$ cat config.mk
export PLATFORM = sky130hd
export DESIGN_NAME = vend_controller
export DESIGN_NICKNAME = d
export VERILOG_FILES = /design/src/rtl/vend_pkg.sv /design/src/rtl/vend_change_unit.sv /design/src/rtl/vend_controller.sv
export SDC_FILE = /design/constraint.sdc
export NUM_CORES = 1
export LEC_CHECK = 0
export CORE_MARGIN = 2
export CORE_UTILIZATION = 40
export DETAILED_ROUTE_END_ITERATION = 16
export PLACE_DENSITY = 0.77
export SLEW_MARGIN = 20
export SYNTH_ARGS = -nofsm -noshare
export SYNTH_HDL_FRONTEND = slang
export SYNTH_SLANG_ARGS = --single-unit
$ cat constraint.sdc
create_clock -name clk -period 3.79 [get_ports clk]
set_clock_uncertainty 0.1 [all_clocks]
set_input_delay 0.758 -clock clk [delete_from_list [all_inputs] [get_ports clk]]
set_output_delay 0.758 -clock clk [all_outputs]
set_load 0.02 [all_outputs]
$ cat src/rtl/vend_pkg.sv
// Shared coin encoding, coin weights and FSM state type for the vending controller.
package vend_pkg;

  localparam logic [1:0] COIN_NONE = 2'b00;
  localparam logic [1:0] COIN_5    = 2'b01;
  localparam logic [1:0] COIN_10   = 2'b10;
  localparam logic [1:0] COIN_20   = 2'b11;

  typedef enum logic [1:0] {
    IDLE    = 2'd0,
    COLLECT = 2'd1,
    VEND    = 2'd2,
    CHANGE  = 2'd3
  } state_t;

  // Value of a coin in Rs.5 units; an invalid coin is worth nothing.
  function automatic logic [2:0] coin_weight(input logic [1:0] coin);
    case (coin)
      COIN_5:  coin_weight = 3'd1;
      COIN_10: coin_weight = 3'd2;
      COIN_20: coin_weight = 3'd4;
      default: coin_weight = 3'd0;
    endcase
  endfunction

endpackage

$ cat src/rtl/vend_change_unit.sv
// Pays out a loaded amount one coin per chg_valid/chg_ready handshake, largest coin first.
module vend_change_unit
  import vend_pkg::*;
#(
  parameter int CREDIT_W = 8
) (
  input  logic                clk,
  input  logic                rst,
  input  logic                load,
  input  logic [CREDIT_W-1:0] amount,
  input  logic                chg_ready,
  output logic                chg_valid,
  output logic [1:0]          chg_coin,
  output logic [CREDIT_W-1:0] dec,
  output logic                done
);

  logic [CREDIT_W-1:0] remaining;
  logic [CREDIT_W-1:0] rem_next;
  logic                handshake;

  function automatic logic [1:0] greedy_coin(input logic [CREDIT_W-1:0] amt);
    if (amt >= CREDIT_W'(4))      greedy_coin = COIN_20;
    else if (amt >= CREDIT_W'(2)) greedy_coin = COIN_10;
    else                          greedy_coin = COIN_5;
  endfunction

  assign handshake = chg_valid && chg_ready;
  assign dec       = handshake ? CREDIT_W'(coin_weight(chg_coin)) : '0;
  assign done      = handshake && (remaining == dec);
  assign rem_next  = remaining - dec;

  // NOTE: sequential state uses non-blocking assignments so every register
  // samples pre-edge values regardless of statement order.
  always_ff @(posedge clk) begin
    if (rst) begin
      chg_valid <= 1'b0;
      chg_coin  <= COIN_NONE;
      remaining <= '0;
    end else if (load) begin
      remaining <= amount;
      chg_coin  <= greedy_coin(amount);
      chg_valid <= 1'b1;
    end else if (handshake) begin
      remaining <= rem_next;
      if (done) begin
        chg_valid <= 1'b0;
        chg_coin  <= COIN_NONE;
      end else begin
        chg_coin  <= greedy_coin(rem_next);
      end
    end
  end

endmodule

$ cat src/rtl/vend_controller.sv
// Multi-product vending controller: credit collection, priced selection, vend handshake, change payout.
module vend_controller
  import vend_pkg::*;
#(
  parameter int NUM_PRODUCTS = 4,
  parameter int CREDIT_W     = 8,
  parameter int MAX_CREDIT   = 40,
  localparam int ID_W        = $clog2(NUM_PRODUCTS)
) (
  input  logic                           clk,
  input  logic                           rst,
  input  logic                           coin_valid,
  input  logic [1:0]                     coin_val,
  input  logic                           sel_valid,
  input  logic [ID_W-1:0]                sel_id,
  input  logic                           cancel,
  input  logic [NUM_PRODUCTS*CREDIT_W-1:0] prices,
  output logic                           vend_valid,
  output logic [ID_W-1:0]                vend_id,
  input  logic                           vend_ready,
  output logic                           chg_valid,
  output logic [1:0]                     chg_coin,
  input  logic                           chg_ready,
  output logic [CREDIT_W-1:0]            credit,
  output logic                           coin_reject,
  output logic                           sel_denied,
  output logic                           busy
);

  localparam logic [CREDIT_W:0] MAX_SUM = (CREDIT_W+1)'(MAX_CREDIT);

  state_t              state;
  logic [CREDIT_W-1:0] sel_price;
  logic                sel_hit;
  logic [CREDIT_W:0]   coin_sum;
  logic                coin_ok;
  logic                open;
  logic                cancel_take;
  logic                sel_take;
  logic                load_change;
  logic [CREDIT_W-1:0] chg_dec;
  logic                chg_done;

  // NOTE: every signal written here gets a default first so no latch is inferred.
  always_comb begin
    sel_price = '0;
    sel_hit   = 1'b0;
    for (int i = 0; i < NUM_PRODUCTS; i++) begin
      if (sel_id == ID_W'(i)) begin
        sel_price = prices[i*CREDIT_W +: CREDIT_W];
        sel_hit   = 1'b1;
      end
    end
  end

  // Sum is one bit wider than credit so the ceiling check cannot wrap.
  assign coin_sum    = {1'b0, credit} + {{(CREDIT_W-2){1'b0}}, coin_weight(coin_val)};
  assign coin_ok     = coin_valid && (coin_val != COIN_NONE) && (coin_sum <= MAX_SUM);
  assign open        = (state == IDLE) || (state == COLLECT);
  assign cancel_take = open && cancel && (credit != '0);
  assign sel_take    = open && !cancel_take && sel_valid && sel_hit && (credit >= sel_price);
  assign load_change = cancel_take || ((state == VEND) && vend_ready && (credit != '0));

  vend_change_unit #(.CREDIT_W(CREDIT_W)) u_change (
    .clk       (clk),
    .rst       (rst),
    .load      (load_change),
    .amount    (credit),
    .chg_ready (chg_ready),
    .chg_valid (chg_valid),
    .chg_coin  (chg_coin),
    .dec       (chg_dec),
    .done      (chg_done)
  );

  always_ff @(posedge clk) begin
    if (rst) begin
      state       <= IDLE;
      credit      <= '0;
      vend_valid  <= 1'b0;
      vend_id     <= '0;
      coin_reject <= 1'b0;
      sel_denied  <= 1'b0;
      busy        <= 1'b0;
    end else begin
      coin_reject <= 1'b0;
      sel_denied  <= 1'b0;
      case (state)
        IDLE, COLLECT: begin
          if (cancel_take) begin
            state       <= CHANGE;
            busy        <= 1'b1;
            coin_reject <= coin_valid;
          end else if (sel_take) begin
            credit      <= credit - sel_price;
            vend_valid  <= 1'b1;
            vend_id     <= sel_id;
            state       <= VEND;
            busy        <= 1'b1;
            coin_reject <= coin_valid;
          end else begin
            sel_denied <= sel_valid;
            if (coin_ok) begin
              credit <= coin_sum[CREDIT_W-1:0];
              state  <= COLLECT;
            end else begin
              coin_reject <= coin_valid;
            end
          end
        end
        VEND: begin
          coin_reject <= coin_valid;
          sel_denied  <= sel_valid;
          if (vend_ready) begin
            vend_valid <= 1'b0;
            if (credit != '0) begin
              state <= CHANGE;
            end else begin
              state <= IDLE;
              busy  <= 1'b0;
            end
          end
        end
        CHANGE: begin
          coin_reject <= coin_valid;
          sel_denied  <= sel_valid;
          credit      <= credit - chg_dec;
          if (chg_done) begin
            state <= IDLE;
            busy  <= 1'b0;
          end
        end
        default: state <= IDLE;
      endcase
    end
  end

endmodule

==> metrics.yaml <==
synth:
  async_flop_share: 0
  synth_compound_area_frac: 0.2451
  syn_area_mm2: 0.002599
  syn_nets: 380
  avgSynthCellArea_um2: 8.224
  synthCells: 316
  synth_top_family_by_area: "compound AO/OA/AOI/OAI gates"
  ys.flop_type: "dfxtp_1"
  synth_edf_count: 0
  synthSimpleGateAreaFrac: 0.2085
  synth.mux.area_fraction: 0.09244
  synth.yosys.seq_area_share: 0.2080
  synthAdderAreaFrac: 0.1127
  synthXorXnorAreaFrac: 0.06066
  yosysWarningCount: 0
  synth_seq_cells: 27
  yosysUniqueCellTypes: 59
floorplan:
  die_area_mm2: 0.007158
  io_pins: 60
  std_cell_rows: 29
  die_w_um: 84.61
  core-area_mm2: 0.006314
  dieHeight_um: 84.61
  initial_core_util: 0.4116
pwr:
  p_total_mw: 1.786
  seqPwrFrac: 0.252
  power_density_mw_per_mm2: 511.3
  clockPowerShare: 0.099
  internal_power_uw: 961.5
  p_leak_nw: 1.438
  ir_worst_vdd_mv: 0.3278
  power_switching_uw: 824.6
  p_comb_frac: 0.649
  swShare: 0.4617
place:
  dpl.hpwl_mm: 5.986
  placed_area_mm2: 0.003440
  gp_congestion: 0.9118
  port_buffers: 59
route:
  drtIter0Drc: 259
  dr.pass1.iters: 5
  routed_wl_mm: 7.435
  vias: 2674
  drc: 0
  wl_per_cell_um: 15.85
  drt.antenna.violating_nets: 0
  via_per_inst: 5.701
cells_and_area:
  drive_gt1_frac: 0.1378
  nets: 457
  fin_area_mm2: 0.003493
  nFillCells: 586
  layout_common_cells: "clkdlybuf4s50_1, buf_4, inv_1"
  layout_commonest_cell: "clkdlybuf4s50_1"
  n_antenna_cell: 0
  areaGrowthSynthToFinish_pct: 34.42
timing:
  hold_viol: 0
  rsz0062_at_grt: "no"
  finalSetupViolCount: 0
  timing.slew.headroom: 0.5514
  layout_min_cycle_time_ns: 3.628
  tns_ns: 0
  worst_pin_slew_ns: 0.6720
  timing.final.crit_share: 0.9573
  fmax_ghz: 0.2756
  maxSlewViolCount: 0
clock_tree:
  tritoncts: "yes"
  path_clk_slew_ns: 0.10
  htreeDepth: 1
  cts-root-buf: "clkbuf_8"
  clockBufferDepth: 2
  clk_latency_ns: 0.28
  numCtsBuffers: 3
  cts_sinks: 27
worst_hold_path:
  holdPathStages: 2
  min_path_type: "flop to flop"
global_route:
  grt_start_max_net_pins: 19
  grt_overflow: 0
  antenna_found_initial: 0
  grt_pass1_vias: 2643
  grt.total_usage: 0.2079
  grt_pass1_wl_mm: 12.35
critical_path:
  endpoint_kind: "flop"
  r2r_slack_ns: 0.78
  crit_required_ns: 3.88
  reg2reg_depth: 12
  cp_max_fo: 10
  critPathKind: "input port to flop"
  arrival_ns: 3.72
  startpoint_type: "input port"
job:
  drv_cap: 0
run_status:
  status: "finished clean"
synth_stat cells (3+ instances only):
cell type | number | area [um^2]
nand2b_1 | 5 | 31.28
a211oi_1 | 12 | 90.09
dfxtp_1 | 27 | 540.5
and2_1 | 7 | 43.79
ha_1 | 17 | 212.7
nor2b_1 | 6 | 37.54
nor3_1 | 11 | 55.05
nand2_1 | 25 | 93.84
or2_2 | 3 | 18.77
fa_1 | 4 | 80.08
buf_2 | 4 | 20.02
nor3b_1 | 3 | 22.52
nand3_1 | 6 | 30.03
nand4_1 | 4 | 25.02
clkbuf_1 | 10 | 37.54
o31ai_1 | 3 | 22.52
inv_1 | 28 | 105.1
xnor2_1 | 7 | 61.31
mux4_2 | 8 | 180.2
a21o_1 | 5 | 37.54
mux2i_1 | 6 | 60.06
a21oi_1 | 23 | 115.1
o21a_1 | 5 | 37.54
a311oi_1 | 4 | 35.03
xor2_1 | 11 | 96.34
nor2_1 | 23 | 86.33
o21ai_0 | 11 | 55.05
path summary, 6_finish.rpt:
kind,from,endpoint
max reg2reg,u_change.chg_valid,u_change.chg_coin[1]
min reg2reg,u_change.chg_valid,u_change.chg_valid
max,sel_id[0],credit[2]
min,u_change.chg_valid,u_change.chg_valid
power by group through the flow:
| stage | clock, mW | sequential (mW) | combinational [mW] |
|---|---|---|---|
| after CTS | 0.176 | 0.446 | 1.15 |
| after global placement | 0 | 0.450 | 1.12 |
| after detailed placement | 0 | 0.453 | 1.15 |
| after global routing | 0.187 | 0.460 | 1.28 |
| final | 0.176 | 0.450 | 1.16 |
| after floorplan | 0 | 0.466 | 0.764 |
repair_timing:
action | CTS | global route
setup endpoints to repair | 0 | 2
gates resized for setup | 0 | 1
hold buffers | 0 | 0
setup buffers | 0 | 0
worst max-delay path: stages:
cell and delay [ns]:
clkdlybuf4s50_1 0.44, buf_12 0.16, mux4_2 0.33, ha_1 0.15, inv_1 0.05, fa_1 0.37, a21o_1 0.21, a21o_1 0.22
a22oi_4 0.20, nor2_8 0.05, a311oi_2 0.24, buf_4 0.21, a211oi_1 0.08, a221oi_2 0.24
sequential cells by signal, indices dropped and copies added, names as in the netlist, 2 cells and up:
signal and flops:
state 2, vend_id 2, u_change.remaining 8, u_change.chg_coin 2
credit 8
through the flow:
stage | hold slack, ns | setup WS (ns) | std cells | utilization
6_report | 0.3900 | 0.1617 | 469 | 0.5533
5_1_grt | 0.4261 | 0.03840 | 469 | 0.5533
4_1_cts | 0.3957 | 0.1622 | 469 | 0.5525
3_5_place_dp | 0.3808 | -0.1235 | 465 | 0.5448
3_3_place_gp | 0.3780 | -0.03663 | 465 | 0.5448
2_1_floorplan | 0.3705 | 0.09432 | 316 | -
cell type report:
cell class | instances | area (um^2) | share of cell area
Clock buffer | 3 | 41.29 | 0.01182
Clock inverter | 1 | 7.507 | 0.002149
Inverter | 28 | 105.1 | 0.03009
Multi-Input combinational cell | 244 | 1874 | 0.5365
Sequential cell | 27 | 540.5 | 0.1547
Tap cell | 77 | 96.34 | 0.02758
Timing Repair Buffer | 89 | 828.3 | 0.2371
logic make-up (layout without fill, tap and decap cells):
group,Yosys count,after routing
flops,27,27
compound gates,88,88
fa+ha+maj,21,21
buf+inv,45,121
simple gates,103,103
xor+xnor,18,18
mux,14,14
metal layers:
| metal | GRT usage | wire [um] | vias to the layer above | part of all wire |
|---|---|---|---|---|
| li1 | - | - | 1304 | - |
| met1 | 0.2633 | 3154 | 1255 | 0.42 |
| met2 | 0.3651 | 3665 | 96 | 0.49 |
| met3 | 0.03736 | 481 | 19 | 0.065 |
| met4 | 0.05195 | 133 | 0 | 0.018 |
| met5 | 0 | 0 | - | 0 |
(Power assumes the default switching activity.)
